<file path="src/rtl/seg7_pkg.sv">
// rtl/seg7_pkg.sv - shared constants, state type and helpers for the seven-segment scan controller
package seg7_pkg;

    localparam int NUM_DIGITS = 4;

    // Active-low patterns, bit order {g,f,e,d,c,b,a}
    localparam logic [6:0] SEG_OFF = 7'h7F;
    localparam logic [6:0] SEG_0   = 7'h40;
    localparam logic [6:0] SEG_1   = 7'h79;
    localparam logic [6:0] SEG_2   = 7'h24;
    localparam logic [6:0] SEG_3   = 7'h30;
    localparam logic [6:0] SEG_4   = 7'h19;
    localparam logic [6:0] SEG_5   = 7'h12;
    localparam logic [6:0] SEG_6   = 7'h02;
    localparam logic [6:0] SEG_7   = 7'h78;
    localparam logic [6:0] SEG_8   = 7'h00;
    localparam logic [6:0] SEG_9   = 7'h10;
    localparam logic [6:0] SEG_A   = 7'h08;
    localparam logic [6:0] SEG_B   = 7'h03;
    localparam logic [6:0] SEG_C   = 7'h46;
    localparam logic [6:0] SEG_D   = 7'h21;
    localparam logic [6:0] SEG_E   = 7'h06;
    localparam logic [6:0] SEG_F   = 7'h0E;

    typedef enum logic {
        BLANK = 1'b0,
        ON    = 1'b1
    } scan_state_t;

    // Active-low anode pattern selecting a single digit
    function automatic logic [NUM_DIGITS-1:0] an_select(input logic [1:0] dig);
        an_select = ~(4'b0001 << dig);
    endfunction

    // Digits 3..1 that are zero with no decimal point and only leading zeros above them
    function automatic logic [NUM_DIGITS-1:0] leading_zero_mask(input logic [15:0] val,
                                                                input logic [3:0]  dp);
        logic [NUM_DIGITS-1:0] m;
        m[3] = (val[15:12] == 4'h0) && !dp[3];
        m[2] = m[3] && (val[11:8] == 4'h0) && !dp[2];
        m[1] = m[2] && (val[7:4] == 4'h0) && !dp[1];
        m[0] = 1'b0;
        return m;
    endfunction

endpackage

</file>
<file path="src/rtl/seg7_decode.sv">
// rtl/seg7_decode.sv - combinational hex nibble to active-low seven-segment pattern
module seg7_decode
    import seg7_pkg::*;
(
    input  logic [3:0] nibble,
    output logic [6:0] seg
);

    always_comb begin
        seg = SEG_OFF;
        case (nibble)
            4'h0: seg = SEG_0;
            4'h1: seg = SEG_1;
            4'h2: seg = SEG_2;
            4'h3: seg = SEG_3;
            4'h4: seg = SEG_4;
            4'h5: seg = SEG_5;
            4'h6: seg = SEG_6;
            4'h7: seg = SEG_7;
            4'h8: seg = SEG_8;
            4'h9: seg = SEG_9;
            4'hA: seg = SEG_A;
            4'hB: seg = SEG_B;
            4'hC: seg = SEG_C;
            4'hD: seg = SEG_D;
            4'hE: seg = SEG_E;
            4'hF: seg = SEG_F;
            default: seg = SEG_OFF;
        endcase
    end

endmodule

</file>
<file path="src/rtl/seg7_scan_ctrl.sv">
// rtl/seg7_scan_ctrl.sv - 4-digit multiplexed display scanner, frame-synchronous double buffer; SEG7_LEADING_ZERO_BLANK_EN enables leading-zero blanking
module seg7_scan_ctrl
    import seg7_pkg::*;
#(
    parameter int TICK_DIV    = 100000,
    parameter int BLANK_TICKS = 1,
    parameter int ON_TICKS    = 4
) (
    input  logic        clk_100MHz,
    input  logic        rst,
    input  logic        load,
    input  logic [15:0] value_in,
    input  logic [3:0]  dp_in,
    input  logic [3:0]  en_in,
    output logic [3:0]  an,
    output logic [6:0]  seg,
    output logic        dp_n,
    output logic        frame_done
);

    localparam int TW   = $clog2(TICK_DIV);
    localparam int PMAX = (BLANK_TICKS > ON_TICKS) ? BLANK_TICKS : ON_TICKS;
    localparam int PW   = $clog2(PMAX + 1);

    localparam logic [TW-1:0] TCNT_LAST  = TW'(TICK_DIV - 1);
    localparam logic [PW-1:0] BLANK_LAST = PW'(BLANK_TICKS - 1);
    localparam logic [PW-1:0] ON_LAST    = PW'(ON_TICKS - 1);

    logic [TW-1:0] tcnt;
    logic          tick;
    logic [PW-1:0] pcnt, pcnt_nxt;
    scan_state_t   state, state_nxt;
    logic [1:0]    dig, dig_nxt;
    logic          boundary;

    // Enables are held inverted so a cleared register means every digit is lit
    logic [15:0] act_val, act_val_nxt, pnd_val;
    logic [3:0]  act_dp, act_dp_nxt, pnd_dp;
    logic [3:0]  act_dis, act_dis_nxt, pnd_dis;
    logic        pend, pend_nxt;

    logic [3:0]  nibble;
    logic [6:0]  seg_dec;
    logic [3:0]  lz_mask;
    logic        dark;
    logic [3:0]  an_nxt;
    logic [6:0]  seg_nxt;
    logic        dp_n_nxt;

    assign tick = (tcnt == TCNT_LAST);

    always_comb begin
        state_nxt = state;
        pcnt_nxt  = pcnt;
        dig_nxt   = dig;
        boundary  = 1'b0;
        case (state)
            BLANK: begin
                if (tick) begin
                    if (pcnt == BLANK_LAST) begin
                        state_nxt = ON;
                        pcnt_nxt  = '0;
                    end else begin
                        pcnt_nxt = pcnt + 1'b1;
                    end
                end
            end
            ON: begin
                if (tick) begin
                    if (pcnt == ON_LAST) begin
                        state_nxt = BLANK;
                        pcnt_nxt  = '0;
                        dig_nxt   = dig + 2'd1;
                        boundary  = (dig == 2'd3);
                    end else begin
                        pcnt_nxt = pcnt + 1'b1;
                    end
                end
            end
            default: begin
                state_nxt = BLANK;
                pcnt_nxt  = '0;
            end
        endcase
    end

    // A load landing on the boundary bypasses the pending register entirely
    always_comb begin
        act_val_nxt = act_val;
        act_dp_nxt  = act_dp;
        act_dis_nxt = act_dis;
        pend_nxt    = pend;
        if (boundary) begin
            pend_nxt = 1'b0;
            if (load) begin
                act_val_nxt = value_in;
                act_dp_nxt  = dp_in;
                act_dis_nxt = ~en_in;
            end else if (pend) begin
                act_val_nxt = pnd_val;
                act_dp_nxt  = pnd_dp;
                act_dis_nxt = pnd_dis;
            end
        end else if (load) begin
            pend_nxt = 1'b1;
        end
    end

`ifdef SEG7_LEADING_ZERO_BLANK_EN
    assign lz_mask = leading_zero_mask(act_val_nxt, act_dp_nxt);
`else
    assign lz_mask = '0;
`endif

    assign nibble = act_val_nxt[{dig_nxt, 2'b00} +: 4];

    seg7_decode u_decode (
        .nibble (nibble),
        .seg    (seg_dec)
    );

    // Pins are computed from next-state values so they change on the transition edge
    always_comb begin
        dark     = act_dis_nxt[dig_nxt] | lz_mask[dig_nxt];
        an_nxt   = 4'b1111;
        seg_nxt  = SEG_OFF;
        dp_n_nxt = 1'b1;
        if (state_nxt == ON) begin
            an_nxt   = dark ? 4'b1111 : an_select(dig_nxt);
            seg_nxt  = seg_dec;
            dp_n_nxt = ~act_dp_nxt[dig_nxt];
        end
    end

    always_ff @(posedge clk_100MHz or posedge rst) begin
        if (rst) begin
            tcnt       <= '0;
            pcnt       <= '0;
            state      <= BLANK;
            dig        <= 2'd0;
            act_val    <= '0;
            act_dp     <= '0;
            act_dis    <= '0;
            pnd_val    <= '0;
            pnd_dp     <= '0;
            pnd_dis    <= '0;
            pend       <= 1'b0;
            an         <= 4'b1111;
            seg        <= SEG_OFF;
            dp_n       <= 1'b1;
            frame_done <= 1'b0;
        end else begin
            tcnt       <= tick ? '0 : tcnt + 1'b1;
            pcnt       <= pcnt_nxt;
            state      <= state_nxt;
            dig        <= dig_nxt;
            act_val    <= act_val_nxt;
            act_dp     <= act_dp_nxt;
            act_dis    <= act_dis_nxt;
            pend       <= pend_nxt;
            if (load) begin
                pnd_val <= value_in;
                pnd_dp  <= dp_in;
                pnd_dis <= ~en_in;
            end
            an         <= an_nxt;
            seg        <= seg_nxt;
            dp_n       <= dp_n_nxt;
            frame_done <= boundary;
        end
    end

endmodule

</file>
<file path="config.mk">
export PLATFORM = sky130hd
export DESIGN_NAME = seg7_scan_ctrl
export DESIGN_NICKNAME = d
export VERILOG_FILES = /design/src/rtl/seg7_pkg.sv /design/src/rtl/seg7_decode.sv /design/src/rtl/seg7_scan_ctrl.sv
export SDC_FILE = /design/constraint.sdc
export NUM_CORES = 1
export LEC_CHECK = 0
export BUFFER_PORTS_ARGS = -buffer_cell sky130_fd_sc_hd__buf_4
export CORE_MARGIN = 1.5
export CORE_UTILIZATION = 45
export CTS_CLUSTER_DIAMETER = 30
export DETAILED_ROUTE_END_ITERATION = 12
export PLACE_DENSITY = 0.72
export SLEW_MARGIN = 30
export SYNTH_ARGS = -nofsm -noshare
export SYNTH_HDL_FRONTEND = slang
export SYNTH_SLANG_ARGS = --single-unit
</file>
<file path="constraint.sdc">
create_clock -name clk_100MHz -period 7.1 [get_ports clk_100MHz]
set_input_delay 0.71 -clock clk_100MHz [delete_from_list [all_inputs] [get_ports clk_100MHz]]
set_output_delay 0.71 -clock clk_100MHz [all_outputs]
set_load 0.1 [all_outputs]
</file>
==> flow_summary.toml, run 1 <==
[timing]
post-route-period-util_pct = 62.8
maxSlewHeadroom_pct = 42.4
drv_slew = 0
fmax_mhz = 224
final.setup.tns_ps = 0
rsz0062_at_grt = "no"
hold_viol_final = 0
clock_skew_ps = 14.4
setup_violations = 0
max_slew.worst_pin.slew_ps = 840
setup_ws_ps = 2640
fin_crit_ps = 4460

[final_layout]
n_fill_cell = 807
area_growth_pct = 14.9
stdcell_count = 522
final_nets = 448
multi_input_area_sq_um = 1700
drive_above_1_share_pct = 23.9
diodes = 0
regArea_sq_um = 2140

[worst_setup_path]
cpMaxStageDelayCell = "mux2i_1"
criticalPathCategory = "flop to flop"
crit_buf_inv = 3
path_cells = "nor4bb_1, nand4_1, nor3_1, mux2i_1, inv_2, mux2i_1, a21oi_1, inv_1, ha_1, inv_1, mux4_2, nand2b_1"
crit_path_start_kind = "flop"
critical_path.max_stage_delay_ps = 780
critPathRequiredTime_ps = 7340
worstPathArrival_ps = 4700
path_max_fanout = 9
end_kind = "flop"
cpLargestDelayFamily = "multiplexers"

[synthesis]
synth_cell_type_count = 44
ys_ff_latch = 85
syn_avg_cell_area_sq_um = 10.8
yosysTopAreaCellShare_pct = 45.6
synthCells = 370
synth_edf_count = 0
yosys_warnings = 0
synthTopCellsByArea = "dfrtp_1 (46%), dfstp_2 (7.9%), mux2_2 (7.0%)"
yosys_most_used_dff = "dfrtp_1"
synth_area_leader_cell = "dfrtp_1"
syn_area_sq_um = 4010
ys_seq_area_share_pct = 53.4
synth_nets = 409
async_reset_ff_share_pct = 100

[placed_design]
placedCellCount = 506
gp_congestion = 0.866
io_buffers = 39
dpl.hpwl_um = 5280
dpl_worst_slack_ps = 2730

[grt]
grt_pass1_wl_um = 13700
grt.overflow.total = 0
grt_pass1_vias = 2880
track_usage_pct = 17.9
antenna_found_initial = 0
grt_max_degree = 86

[floorplan]
die_h_um = 97.4
start_util_pct = 46.2
rows = 34
die_w_um = 97.4
ioPinCount = 40
dieArea_sq_um = 9480
design.core.area_sq_um = 8680

[power_and_ir_drop]
finalPower_mw = 0.910
ir_worst_vdd_uv = 99.6
power.density_nw_per_um2 = 198
leakagePower_nw = 2.11

[clock_tree]
clock_sinks = 85
clockBufferDepth = 2
htreeDepth = 3
cts_tree = "built"
clk_latency_ps = 350
clk_pin_slew_ps = 80
cts_root_buf = "clkbuf_8"
cts_resized = 0
cts_buffers = 9
postCtsSetupBuffers = 0
ctsHoldBuffers = 0

[flow_run]
maxCapViolations = 0

[routing]
drc = 0
detail-route-antenna-nets = 0
vias = 2847
first_iter_violations = 225
dr.pass1.iters = 4
via_per_inst = 5.45
routed_wl_um = 7700
wire_per_inst_um = 14.8

[outcome]
status = "finished, final reports clean"

[min_path]
hp-class = "flop to flop"
## cell type report
class                      instances  share of cell area (%)
clock buffer                      15                    3.83
sequential                        85                    46.5
inverter                          28                    2.31
tap                              108                    2.93
clock inverter                     1                   0.652
timing repair buffer              42                    6.93
multi-input combinational        243                    36.8
## final timing paths
| path | to | cells after the start | slack [ps] | start |
|---|---|---|---|---|
| worst min register to register | tcnt[0] | 1 | 500 | tcnt[0] |
| worst max-delay path | seg[3] | 12 | 2640 | tcnt[12] |
| max in group asynchronous | pnd_val[5] | 3 | 6030 | rst |
| worst min-delay path | tcnt[0] | 1 | 500 | tcnt[0] |
| worst max register to register | seg[3] | 12 | 2640 | tcnt[12] |
| min in group asynchronous | tcnt[3] | 3 | 550 | rst |
## metal layers
metal,routed length (um),vias up,global-route usage (%)
met1,3550,1402,24.3
met3,273,12,4.39
met2,3770,53,28.3
met5,0,-,0
met4,114,0,6.26
li1,-,1380,-
## cells in the mapped netlist, drive strengths merged, types with 2 or more instances
cell,number
o221ai,3
nor2,21
inv,27
nor3,7
nand4,7
nor4,5
nand2b,2
mux2,26
mux2i,12
o21ai,17
a211oi,3
buf,4
and3,3
dfrtp,73
dfstp,12
ha,12
a21oi,9
nor2b,5
or3,4
xor2,7
nand2,43
xnor2,8
a31oi,2
clkbuf,10
a32oi,9
o211ai,10
nand3,16
## power breakdown
| part | switching, mW | internal, mW | leakage [nW] |
|---|---|---|---|
| combinational | 0.0284 | 0.0219 | 0.976 |
| clock | 0.162 | 0.192 | 0.104 |
| sequential | 0.00569 | 0.499 | 1.03 |
| total | 0.196 | 0.713 | 2.11 |
## sequential cells by signal (all words and copies together) (netlist names), 7 cells and up
signal,cells
seg,7
pnd_val,16
tcnt,17
act_val,16
## kinds of logic (layout without fill, tap and decap cells)
logic type | count (synthesis) | in the layout | synth area share [%]
and+or+nand+nor | 117 | 117 | 14.3
DFF | 85 | 85 | 53.4
AOI/OAI and AO/OA | 60 | 60 | 9.96
buffers and inverters | 42 | 86 | 4.31
muxes | 39 | 39 | 11.0
xor gates and xnor gates | 15 | 15 | 3.28
adders and majority gates | 12 | 12 | 3.75
## cells in the final DEF, fill, tap and decap left out, types with 2 or more instances in the layout
| cell type | Yosys | layout |
|---|---|---|
| ha_1 | 12 | 12 |
| xor2_1 | 7 | 7 |
| mux2i_1 | 12 | 12 |
| mux2_2 | 25 | 25 |
| dfrtp_1 | 73 | 73 |
| inv_1 | 26 | 25 |
| o21ai_0 | 17 | 17 |
| nor2_1 | 21 | 20 |
| buf_4 | 0 | 41 |
| nand2_1 | 43 | 43 |
| nor2b_1 | 5 | 5 |
| or3_1 | 4 | 4 |
| o211ai_1 | 10 | 10 |
| nand2b_1 | 2 | 2 |
| nor4_1 | 5 | 5 |
| dfstp_2 | 12 | 12 |
| nor3_1 | 7 | 7 |
| clkbuf_8 | 0 | 12 |
| clkbuf_1 | 10 | 3 |
| nand3_1 | 16 | 16 |
| nand4_1 | 6 | 6 |
| and3_1 | 3 | 3 |
| o221ai_1 | 3 | 3 |
| a31oi_1 | 2 | 2 |
| a21oi_1 | 9 | 9 |
| xnor2_1 | 8 | 8 |
| a211oi_1 | 3 | 3 |
| a32oi_1 | 9 | 9 |
## through the flow
stage | utilization (%) | hold WS (ps) | instance area [sq um]
2_1_floorplan | - | 441 | 4010
3_3_place_gp | 50.6 | 468 | 4390
3_5_place_dp | 50.7 | 485 | 4400
4_1_cts | 53.1 | 503 | 4600
5_1_grt | 53.1 | 514 | 4600
6_report | 53.1 | 496 | 4600
Power figures use the tool's default switching activity.
==> run 2: changes to the inputs <==
==> constraint.sdc (replaced) <==
create_clock -name clk_100MHz -period 4.1 [get_ports clk_100MHz]
set_input_delay 0.41 -clock clk_100MHz [delete_from_list [all_inputs] [get_ports clk_100MHz]]
set_output_delay 0.41 -clock clk_100MHz [all_outputs]
set_load 0.1 [all_outputs]
==> flow_summary.toml, run 2 (synthesized netlist as in run 1, its figures left out) <==
[grt]
grt_pass1_vias = 2890
grt.overflow.total = 0
antenna_found_initial = 0
grt_max_degree = 63
grt_pass1_wl_um = 13600
track_usage_pct = 17.8

[clock_tree]
postCtsSetupBuffers = 0
clk_latency_ps = 360
ctsHoldBuffers = 0
cts_buffers = 9
clock_sinks = 85
cts_tree = "built"
cts_root_buf = "clkbuf_8"
htreeDepth = 3
cts_resized = 0
clk_pin_slew_ps = 90
clockBufferDepth = 2

[floorplan]
dieArea_sq_um = 9480
die_h_um = 97.4
start_util_pct = 46.2
die_w_um = 97.4
design.core.area_sq_um = 8680
rows = 34
ioPinCount = 40

[timing]
post-route-period-util_pct = 91.5
setup_violations = 0
hold_ws_ps = 92.8
drv_slew = 0
final.setup.tns_ps = 0
max_slew.worst_pin.slew_ps = 715
hold_viol_final = 0
fmax_mhz = 267
maxSlewHeadroom_pct = 52.1
fin_crit_ps = 3750
clock_skew_ps = 14.3
rsz0062_at_grt = "no"

[worst_setup_path]
crit_path_start_kind = "flop"
r2r-end = "seg[3]"
r2r_setup_slack_ps = 350
worstPathArrival_ps = 4020
end_kind = "flop"
rr_startpoint = "tcnt[12]"
critPathRequiredTime_ps = 4370
criticalPathCategory = "flop to flop"
r2r_cells = 12
path_max_fanout = 8

[routing]
routed_wl_um = 7810
via_per_inst = 5.45
detail-route-antenna-nets = 0
wire_per_inst_um = 14.8
dr.pass1.iters = 5
drc = 0
first_iter_violations = 158
vias = 2878

[final_layout]
drive_above_1_share_pct = 25.5
largest-register = "tcnt"
multi_input_area_sq_um = 1690
n_fill_cell = 798
area_growth_pct = 15.7
diodes = 0
largest_reg_flops = 17
reg.largest.list = "tcnt x17, act_val x16, pnd_val x16"
regArea_sq_um = 2140
final_cell_mix = "dfrtp_1 (73), buf_4 (48), nand2_1 (43), inv_1 (25), mux2_2 (25)"
final_nets = 454
final_common_cell = "dfrtp_1"
stdcell_count = 528

[outcome]
status = "finished, final reports clean"

[placed_design]
io_buffers = 39
placedCellCount = 512
dpl.hpwl_um = 5590
gp_congestion = 0.871

[power_and_ir_drop]
leakagePower_nw = 2.13
ir_worst_vdd_uv = 187
power.density_nw_per_um2 = 335
finalPower_mw = 1.55

[flow_run]
maxCapViolations = 0

[min_path]
hp-class = "input pin to asynchronous set/reset pin"
[run 2: how the worst max path moves through the flow]
stage,from,end,slack (ps)
floorplan,tcnt[12],seg[3],480
global placement,tcnt[0],seg[3],560
detailed placement,tcnt[12],seg[3],370
CTS,tcnt[12],seg[3],370
global route,tcnt[0],seg[3],10
finish,tcnt[12],seg[3],350
[run 2: metrics by stage]
stage                     worst slack, ps  util [%]  instance area, sq um
after floorplan                       475         -                  4010
after global placement                559      51.1                  4440
after detailed placement              375      51.2                  4440
after CTS                             367      53.4                  4640
after global routing                 9.86      53.4                  4640
final                                 349      53.4                  4640
[run 2: report_power, final]
| group | switching [mW] | internal [mW] | leakage (nW) |
|---|---|---|---|
| clock network | 0.307 | 0.283 | 0.0960 |
| logic | 0.0509 | 0.0385 | 1.00 |
| registers | 0.0103 | 0.864 | 1.03 |
[run 2: critical path, stage by stage (launching register included)]
cell and delay [ps]:
dfrtp_1 470, nor4bb_1 310, nand4_1 160, nor3_1 530, mux2i_1 350, inv_2 160
mux2i_1 150, a21oi_1 420, inv_1 180, ha_1 320, inv_1 40, mux4_2 430
nand2b_1 150
[run 2: per-layer routing]
layer / vias up / track usage, % / wire (um)
li1: 1389 / - / -
met1: 1395 / 22.9 / 3470
met2: 78 / 29.3 / 3760
met3: 16 / 4.03 / 419
met4: 0 / 7.14 / 162
met5: - / 0 / 0
[run 2: cell type report]
cell class | instances | share of cell area [%]
timing repair buffer | 48 | 7.77
clock inverter | 7 | 1.57
sequential | 85 | 46.2
clock buffer | 9 | 2.67
multi-input combinational | 243 | 36.5
tap | 108 | 2.91
inverter | 28 | 2.37
==> run 3: changes to the inputs <==
--- a/config.mk
+++ b/config.mk
@@ -5,12 +5,13 @@
 export SDC_FILE = /design/constraint.sdc
 export NUM_CORES = 1
 export LEC_CHECK = 0
-export BUFFER_PORTS_ARGS = -buffer_cell sky130_fd_sc_hd__buf_4
 export CORE_MARGIN = 1.5
 export CORE_UTILIZATION = 45
+export CTS_BUF_LIST = sky130_fd_sc_hd__clkbuf_4 sky130_fd_sc_hd__clkbuf_8
 export CTS_CLUSTER_DIAMETER = 30
 export DETAILED_ROUTE_END_ITERATION = 12
-export PLACE_DENSITY = 0.72
+export DONT_BUFFER_PORTS = 1
+export PLACE_DENSITY = 0.69
 export SLEW_MARGIN = 30
 export SYNTH_ARGS = -nofsm -noshare
 export SYNTH_HDL_FRONTEND = slang
==> flow_summary.toml, run 3 (synthesized netlist as in run 1, its figures left out) <==
[outcome]
status = "finished, final reports clean"

[min_path]
hp-class = "input pin to asynchronous set/reset pin"

[final_layout]
largest_reg_flops = 17
diodes = 0
reg.largest.list = "tcnt x17, act_val x16, pnd_val x16"
final_cell_mix = "dfrtp_1 (73), nand2_1 (43), inv_1 (25), mux2_2 (25), nor2_1 (21)"
fin_area_sq_um = 4380
final_nets = 414
stdcell_count = 488
drive_above_1_share_pct = 17.9
area_growth_pct = 9.21
final_common_cell = "dfrtp_1"
largest-register = "tcnt"

[floorplan]
die_h_um = 97.4
die_w_um = 97.4
dieArea_sq_um = 9480
design.core.area_sq_um = 8680
ioPinCount = 40
start_util_pct = 46.2
rows = 34

[worst_setup_path]
worstPathArrival_ps = 3960
criticalPathCategory = "flop to flop"
startpoint = "tcnt[12]"
path_max_fanout = 8
crit_path_start_kind = "flop"
end_kind = "flop"
critPathRequiredTime_ps = 4360
rr_startpoint = "tcnt[12]"

[grt]
track_usage_pct = 17.9
antenna_found_initial = 0
grt_pass1_vias = 2808
grt_pass1_wl_um = 13700
grt_max_degree = 44
grt.overflow.total = 0

[timing]
fin_crit_ps = 3700
fmax_mhz = 270
clock_skew_ps = 12.3
maxSlewHeadroom_pct = 41.7
rsz0062_at_grt = "no"
setup_violations = 0
max_slew.worst_pin.slew_ps = 876
final.setup.tns_ps = 0
hold_viol_final = 0
post-route-period-util_pct = 90.2
drv_slew = 0

[clock_tree]
clock_sinks = 85
clockBufferDepth = 2
clk_latency_ps = 350
cts_buffers = 9
clk_pin_slew_ps = 80
cts_root_buf = "clkbuf_8"
cts_tree = "built"
htreeDepth = 3
postCtsSetupBuffers = 0

[routing]
wire_per_inst_um = 16.2
vias = 2716
routed_wl_um = 7910
dr.pass1.iters = 4
drc = 0
via_per_inst = 5.57
first_iter_violations = 168
detail-route-antenna-nets = 0

[power_and_ir_drop]
power.density_nw_per_um2 = 368
power.share.clock_pct = 41.9
seq_power_share_pct = 54.2
ir_worst_vdd_uv = 241
p_switching_mw = 0.333
p_comb_share_pct = 3.9
finalPower_mw = 1.61
intPower_mw = 1.28
leakagePower_nw = 1.97
swShare_pct = 20.7

[placed_design]
dpl.hpwl_um = 5520
placedCellCount = 472
gp_congestion = 0.852
io_buffers = 0
place_area_sq_um = 4140

[flow_run]
maxCapViolations = 0
## run 3: layout make-up
type | count | area (sq um)
clock buffers | 13 | 166
clock inverters | 3 | 68.8
fillers | 810 | 4300
inverters | 28 | 106
multi-input cells | 243 | 1700
flip-flops and latches | 85 | 2140
well taps | 108 | 135
repair buffers | 8 | 60.1
## run 3: metal layers
metal	part of all wire, %	global-route usage (%)
met4	1.6	6.81
met5	0	0
met1	46	23.8
met2	49	29.3
met3	3.9	3.17
## run 3: per-stage QoR
stage	util (%)	setup WS (ps)	hold WS, ps
after floorplan	-	475	441
after global placement	47.7	500	417
after detailed placement	47.7	372	432
after CTS	50.4	374	43.9
after global routing	50.4	133	78.1
final	50.4	400	27.4
## run 3: worst max-delay path, cell delays in order (launching register included)
cell	delay, ps
dfrtp_1	460
nor4bb_1	370
nand4_1	170
nor3_1	510
mux2i_1	340
inv_2	160
mux2i_1	140
a21oi_1	370
inv_1	170
ha_1	310
inv_1	40
mux4_2	430
nand2b_1	150
## run 3: path summary, 6_finish.rpt
path | endpoint | depth (start not counted) | slack, ps
min in group clk_100MHz | pnd_dis[1] | 1 | 160
worst max-delay path | seg[3] | 12 | 400
max in group asynchronous | seg[0] | 2 | 3060
worst min-delay path | pnd_dis[1] | 1 | 30
worst min register to register | tcnt[0] | 1 | 490
worst max register to register | seg[3] | 12 | 400
## run 3: power by group through the flow
stage          combinational, mW  clock (mW)  sequential [mW]
2_1_floorplan             0.0545           0            0.887
3_3_place_gp              0.0626           0            0.889
6_report                  0.0626       0.675            0.874
4_1_cts                   0.0648       0.690            0.874
5_1_grt                   0.0746       0.719            0.877
3_5_place_dp              0.0646           0            0.890
## run 3: repair_timing
action | 4_1_cts | 5_1_grt
gates resized for setup | 0 | 1
hold buffers | 0 | 0
endpoints found under the setup margin | 0 | 1
